`src/rtl/gpu_pkg.sv`:
```
// Shared GPU types: rect-fill FSM states, RGB444 colour and default display geometry.
package gpu_pkg;
  typedef enum logic [1:0] {IDLE, FILL, DONE} rect_state_t;
  typedef logic [11:0] color_t;

  localparam int H_RES_DEF   = 80;
  localparam int V_RES_DEF   = 60;
  localparam int VRAM_ADDR_W = 16;
endpackage

```
`src/rtl/gpu_rect_fill_addr_gen.sv`:
```
// Raster cursor for the rect-fill engine: loads origin/size, advances one pixel per step.
// Effective-size clipping to H_RES x V_RES only when GPU_RECT_FILL_CLIP_EN is defined.
module rect_addr_gen
  import gpu_pkg::*;
#(
  parameter int X_W   = 8,
  parameter int Y_W   = 8,
  parameter int H_RES = H_RES_DEF,
  parameter int V_RES = V_RES_DEF
) (
  input  logic           clk,
  input  logic           rst_n,
  input  logic           load,
  input  logic           step,
  input  logic [X_W-1:0] x0,
  input  logic [Y_W-1:0] y0,
  input  logic [X_W-1:0] w,
  input  logic [Y_W-1:0] h,
  output logic [X_W-1:0] x,
  output logic [Y_W-1:0] y,
  output logic           last,
  output logic           zero
);
  logic [X_W-1:0] w_eff;
  logic [Y_W-1:0] h_eff;
  logic [X_W-1:0] x0_q, x_last_q;
  logic [Y_W-1:0] y_last_q;
  logic           row_end;

  if (H_RES > (1 << X_W) || V_RES > (1 << Y_W)) begin : g_res_chk
    $error("gpu_rect_fill: H_RES/V_RES exceed the coordinate field width");
  end

`ifdef GPU_RECT_FILL_CLIP_EN
  logic [X_W:0] room_x;
  logic [Y_W:0] room_y;

  assign room_x = (X_W+1)'(H_RES) - {1'b0, x0};
  assign room_y = (Y_W+1)'(V_RES) - {1'b0, y0};

  // An origin outside the visible area collapses to a zero-size command.
  always_comb begin
    w_eff = w;
    h_eff = h;
    if ({1'b0, x0} >= (X_W+1)'(H_RES))  w_eff = '0;
    else if ({1'b0, w} > room_x)        w_eff = room_x[X_W-1:0];
    if ({1'b0, y0} >= (Y_W+1)'(V_RES))  h_eff = '0;
    else if ({1'b0, h} > room_y)        h_eff = room_y[Y_W-1:0];
  end
`else
  assign w_eff = w;
  assign h_eff = h;
`endif

  assign zero    = (w_eff == '0) || (h_eff == '0);
  assign row_end = (x == x_last_q);
  assign last    = row_end && (y == y_last_q);

  // End coordinates wrap modulo the field width, so equality compare handles wrap-around.
  always_ff @(posedge clk or negedge rst_n) begin
    if (!rst_n) begin
      x        <= '0;
      y        <= '0;
      x0_q     <= '0;
      x_last_q <= '0;
      y_last_q <= '0;
    end else if (load) begin
      x        <= x0;
      y        <= y0;
      x0_q     <= x0;
      x_last_q <= x0 + w_eff - (X_W)'(1);
      y_last_q <= y0 + h_eff - (Y_W)'(1);
    end else if (step) begin
      if (row_end) begin
        x <= x0_q;
        y <= y + (Y_W)'(1);
      end else begin
        x <= x + (X_W)'(1);
      end
    end
  end
endmodule

```
`src/rtl/gpu_rect_fill.sv`:
```
// Rectangle-fill engine: one VRAM write per granted cycle, first write the cycle after accept,
// grant-low holds the write stable; done_o pulses once. Clipping under GPU_RECT_FILL_CLIP_EN.
module gpu_rect_fill
  import gpu_pkg::*;
#(
  parameter int X_W   = 8,
  parameter int Y_W   = 8,
  parameter int H_RES = H_RES_DEF,
  parameter int V_RES = V_RES_DEF
) (
  input  logic               clk,
  input  logic               rst_n,
  input  logic               cmd_valid_i,
  output logic               cmd_ready_o,
  input  logic [X_W-1:0]     cmd_x_i,
  input  logic [Y_W-1:0]     cmd_y_i,
  input  logic [X_W-1:0]     cmd_w_i,
  input  logic [Y_W-1:0]     cmd_h_i,
  input  logic [11:0]        cmd_color_i,
  output logic               vram_we_o,
  input  logic               vram_gnt_i,
  output logic [X_W+Y_W-1:0] vram_addr_o,
  output logic [11:0]        vram_data_o,
  output logic               busy_o,
  output logic               done_o
);
  rect_state_t    state, state_nxt;
  color_t         color_q;
  logic           load, step, last, zero;
  logic [X_W-1:0] cur_x;
  logic [Y_W-1:0] cur_y;

  rect_addr_gen #(
    .X_W  (X_W),
    .Y_W  (Y_W),
    .H_RES(H_RES),
    .V_RES(V_RES)
  ) u_addr_gen (
    .clk  (clk),
    .rst_n(rst_n),
    .load (load),
    .step (step),
    .x0   (cmd_x_i),
    .y0   (cmd_y_i),
    .w    (cmd_w_i),
    .h    (cmd_h_i),
    .x    (cur_x),
    .y    (cur_y),
    .last (last),
    .zero (zero)
  );

  always_comb begin
    state_nxt = state;
    load      = 1'b0;
    step      = 1'b0;
    case (state)
      IDLE: if (cmd_valid_i) begin
        load      = 1'b1;
        state_nxt = zero ? DONE : FILL;
      end
      FILL: if (vram_gnt_i) begin
        step = 1'b1;
        if (last) state_nxt = DONE;
      end
      DONE:    state_nxt = IDLE;
      default: state_nxt = IDLE;
    endcase
  end

  always_ff @(posedge clk or negedge rst_n) begin
    if (!rst_n) begin
      state   <= IDLE;
      color_q <= '0;
    end else begin
      state <= state_nxt;
      if (load) color_q <= cmd_color_i;
    end
  end

  // Outputs decode flops only; the grant never reaches them combinationally.
  assign cmd_ready_o = (state == IDLE);
  assign vram_we_o   = (state == FILL);
  assign busy_o      = (state == FILL);
  assign done_o      = (state == DONE);
  assign vram_addr_o = {cur_y, cur_x};
  assign vram_data_o = color_q;
endmodule

```
`config.mk`:
```
export PLATFORM = sky130hd
export DESIGN_NAME = gpu_rect_fill
export DESIGN_NICKNAME = d
export VERILOG_FILES = /design/src/rtl/gpu_pkg.sv /design/src/rtl/gpu_rect_fill_addr_gen.sv /design/src/rtl/gpu_rect_fill.sv
export SDC_FILE = /design/constraint.sdc
export NUM_CORES = 1
export LEC_CHECK = 0
export CORE_MARGIN = 2
export CORE_UTILIZATION = 35
export CTS_BUF_LIST = sky130_fd_sc_hd__clkbuf_4 sky130_fd_sc_hd__clkbuf_8
export DETAILED_ROUTE_END_ITERATION = 16
export PLACE_DENSITY = 0.56
export SYNTH_ARGS = -nofsm -noshare
export SYNTH_HDL_FRONTEND = slang
export SYNTH_SLANG_ARGS = --single-unit
```
`constraint.sdc`:
```
create_clock -name clk -period 2 [get_ports clk]
set_input_delay 0.4 -clock clk [delete_from_list [all_inputs] [get_ports clk]]
set_output_delay 0.4 -clock clk [all_outputs]
set_load 0.02 [all_outputs]
```
==> impl_metrics.json <==
{
  "grt_pass1_wl_um": 16200,
  "r2r_start": "u_addr_gen.x_last_q[1]$_DFFE_PN0P_",
  "synthArstFlopShare": 1.00,
  "rows": 36,
  "antenna_cells": 0,
  "drt_iter0_drc": 181,
  "dr_total_vias": 3308,
  "path_common_cell": "inv_1",
  "drc": 0,
  "clk-insertion-delay-late_ns": 0.32,
  "synth_area_sq_um": 3590,
  "crit_chain": "clkdlybuf4s50_1 -> inv_1 -> ha_1 -> inv_1 -> ha_2 -> buf_4 -> a21oi_4 -> nor4b_2 -> a211o_1",
  "synth-adder-area-share": 0.109,
  "finalCritPeriodShare": 0.965,
  "yosys.area.top_type": "dfrtp_1",
  "syn-mean-instance-area_sq_um": 8.66,
  "synth-compound-area-share": 0.156,
  "wl_per_cell_um": 14.7,
  "synthMuxAreaShare": 0.0251,
  "worst_slack_ns": 0.0709,
  "layout.nets": 617,
  "yosys.area_share.simple": 0.175,
  "cp.required_ns": 2.20,
  "yosysSeqAreaShare": 0.376,
  "slew_headroom": 0.574,
  "status": "completed",
  "synth-seq-cells": 54,
  "grtUsageTotal": 0.181,
  "cpPeakStageDelay_ns": 0.48,
  "grt_max_degree": 35,
  "pre_cts_ws_ns": -0.638,
  "synth_cells": 415,
  "area_growth_pct": 45.4,
  "drt_first_pass_iters": 4,
  "syn_nets": 493,
  "clock_sink_count": 54,
  "avgViaCountPerCell": 4.92,
  "path_max_fanout": 3,
  "fill_cells": 910,
  "rr_worst_depth": 5,
  "dp.cells": 664,
  "placed_area_sq_um": 4930,
  "cp.arrival_ns": 2.13,
  "numCtsBuffers": 5,
  "post-route-min-period_ns": 1.93,
  "peakVddDrop_mv": 0.406,
  "die_width_um": 105,
  "crit_slowest_cell": "clkdlybuf4s50_1",
  "synth_top_area_frac": 0.376,
  "slew_viol_final": 0,
  "final_area_sq_um": 5220,
  "finalHoldViolations": 0,
  "clk_path_buf_depth": 2,
  "layout_common_cells": "85 x nand2_1, 59 x clkdlybuf4s50_1, 53 x buf_4, 53 x dfrtp_1, 37 x inv_1",
  "max_freq_mhz": 518,
  "yosysWarnings": 0,
  "grt_pass1_vias": 3242,
  "drive_gt1_frac": 0.243,
  "path_class": "in2reg",
  "gp_congestion": 0.815,
  "final-setup-viol-count": 0,
  "final_common_cell": "nand2_1",
  "clockRootBuffer": "clkbuf_8",
  "synth_cell_types": 54,
  "postCtsHoldBufs": 0,
  "ff2ff_setup_slack_ns": 0.10,
  "reg2reg_to": "state[1]$_DFFE_PN0P_",
  "die_area_sq_um": 11100,
  "synth_edf_count": 0,
  "grt-ovfl-total": 0,
  "die_h_um": 105,
  "cts_tree": "done",
  "ctsHtreeMaxLevel": 2,
  "hold_path_class": "in2async",
  "synth_flop_cell": "dfrtp_1",
  "io_pins": 80,
  "antenna_found_initial": 0,
  "clk_pin_slew_ns": 0.11,
  "start_util": 0.364,
  "rsz0062_at_grt": "yes",
  "cellLeakagePower_nw": 2.52,
  "tns_ns": 0,
  "io_buffers": 79,
  "synth_top_family_by_area": "simple AND/OR/NAND/NOR gates",
  "yosys.area_share.xor_xnor": 0.0749,
  "utilization": 0.529,
  "clock_skew_ns": 0.00986,
  "wl_um": 9870,
  "synthTopCellsByArea": "dfrtp_1 38%, ha_1 9.8%, nand2_1 8.9%",
  "core_sq_um": 9860,
  "max-cap-violations": 0,
  "instances_no_fill": 673,
  "cp-end-kind": "flip-flop",
  "cp-start-kind": "input port",
  "tightest_slew_ns": 0.635,
  "ant_nets": 0,
  "hpwlAfterDp_um": 7670,
  "power.density_nw_per_um2": 1090
}
-- synth_stat cells, types with 2 or more instances --
cell / number
a21oi_1: 13
xnor2_1: 19
inv_1: 54
dfrtp_1: 54
o311ai_0: 2
buf_6: 3
a22o_1: 2
nand3_1: 6
nand3b_1: 2
nor3_1: 2
xnor2_2: 2
buf_1: 3
o21ai_1: 5
nand4_1: 2
a31oi_1: 2
mux2i_1: 9
o21bai_1: 2
and4_1: 2
a2bb2oi_1: 2
o21ai_0: 34
nand2b_1: 2
xor2_1: 8
buf_2: 2
a21o_1: 7
clkbuf_1: 10
a211o_1: 2
ha_1: 28
nor2_1: 11
nor4_1: 6
a211oi_1: 4
nor4b_1: 2
a22oi_1: 6
fa_1: 2
nand2_1: 85
-- worst max-delay path: cells and delay by family --
kind	cells	cell delay, ns
adder cells (fa/ha/maj)	2	0.54
buffers and inverters	4	0.75
AO/OA/AOI/OAI	2	0.38
AND/OR/NAND/NOR	1	0.06
-- stage by stage --
stage / hold slack [ns] / total power, mW
after floorplan: 0.104 / 3.65
after global placement: 0.401 / 4.94
after detailed placement: 0.407 / 4.98
after CTS: 0.0572 / 5.63
after global routing: 0.0610 / 6.17
final: 0.0410 / 5.71
-- metal layers --
| metal | wire, um | track usage | up-vias |
|---|---|---|---|
| met1 | 4880 | 0.259 | 1585 |
| met2 | 4490 | 0.288 | 76 |
| met4 | 59 | 0.0324 | 0 |
| met5 | 0 | 0 | - |
| li1 | - | - | 1641 |
| met3 | 435 | 0.0334 | 6 |
-- worst max path at each step --
| stage | start | end | slack (ns) | depth (start not counted) |
|---|---|---|---|---|
| 4_1_cts | cmd_h_i[0] | u_addr_gen.y_last_q[7]$_DFFE_PN0P_ | -0.02 | 11 |
| 3_3_place_gp | cmd_h_i[1] | u_addr_gen.y_last_q[7]$_DFFE_PN0P_ | -0.56 | 11 |
| 2_1_floorplan | cmd_w_i[1] | u_addr_gen.x_last_q[7]$_DFFE_PN0P_ | 0.004 | 10 |
| 5_1_grt | cmd_w_i[0] | u_addr_gen.x_last_q[7]$_DFFE_PN0P_ | -0.05 | 11 |
| 6_report | cmd_w_i[4] | u_addr_gen.x_last_q[6]$_DFFE_PN0P_ | 0.07 | 9 |
| 3_5_place_dp | cmd_h_i[1] | u_addr_gen.y_last_q[7]$_DFFE_PN0P_ | -0.64 | 11 |
-- report_power, final --
part | total [mW] | switching [mW] | internal, mW
clock | 0.639 | 0.391 | 0.247
combinational | 3.20 | 1.66 | 1.54
sequential | 1.88 | 0.361 | 1.52
total | 5.71 | 2.41 | 3.30
-- logic make-up (layout without fill, tap and decap cells) --
kind of cell             Yosys count  in the layout
multiplexers                       9              9
buffers and inverters             73            198
flip-flops                        54             54
XOR/XNOR                          29             29
AO/OA/AOI/OAI                     88             88
adder cells (fa/ha/maj)           30             30
AND/OR/NAND/NOR                  132            132
-- flip-flops by register name, indices dropped and copies added (netlist names) --
name,count
u_addr_gen.x0_q,8
state,2
u_addr_gen.y,8
u_addr_gen.x,8
u_addr_gen.y_last_q,8
u_addr_gen.x_last_q,8
vram_data_o,12
-- repair_timing --
action | 4_1_cts | 5_1_grt
setup endpoints to repair | 10 | 14
resized for setup | 33 | 49
pin swaps | 14 | 18
setup buffers | 1 | 0
-- area by class of cell --
type                       count  area (sq um)  area share
multi-input combinational    288          2180       0.417
clock buffer                   5          68.8      0.0132
tap                          133           166      0.0319
sequential                    54          1350       0.259
timing repair buffer         136          1230       0.236
inverter                      54           203      0.0388
clock inverter                 3          21.3     0.00407
Power figures use the tool's default switching activity.
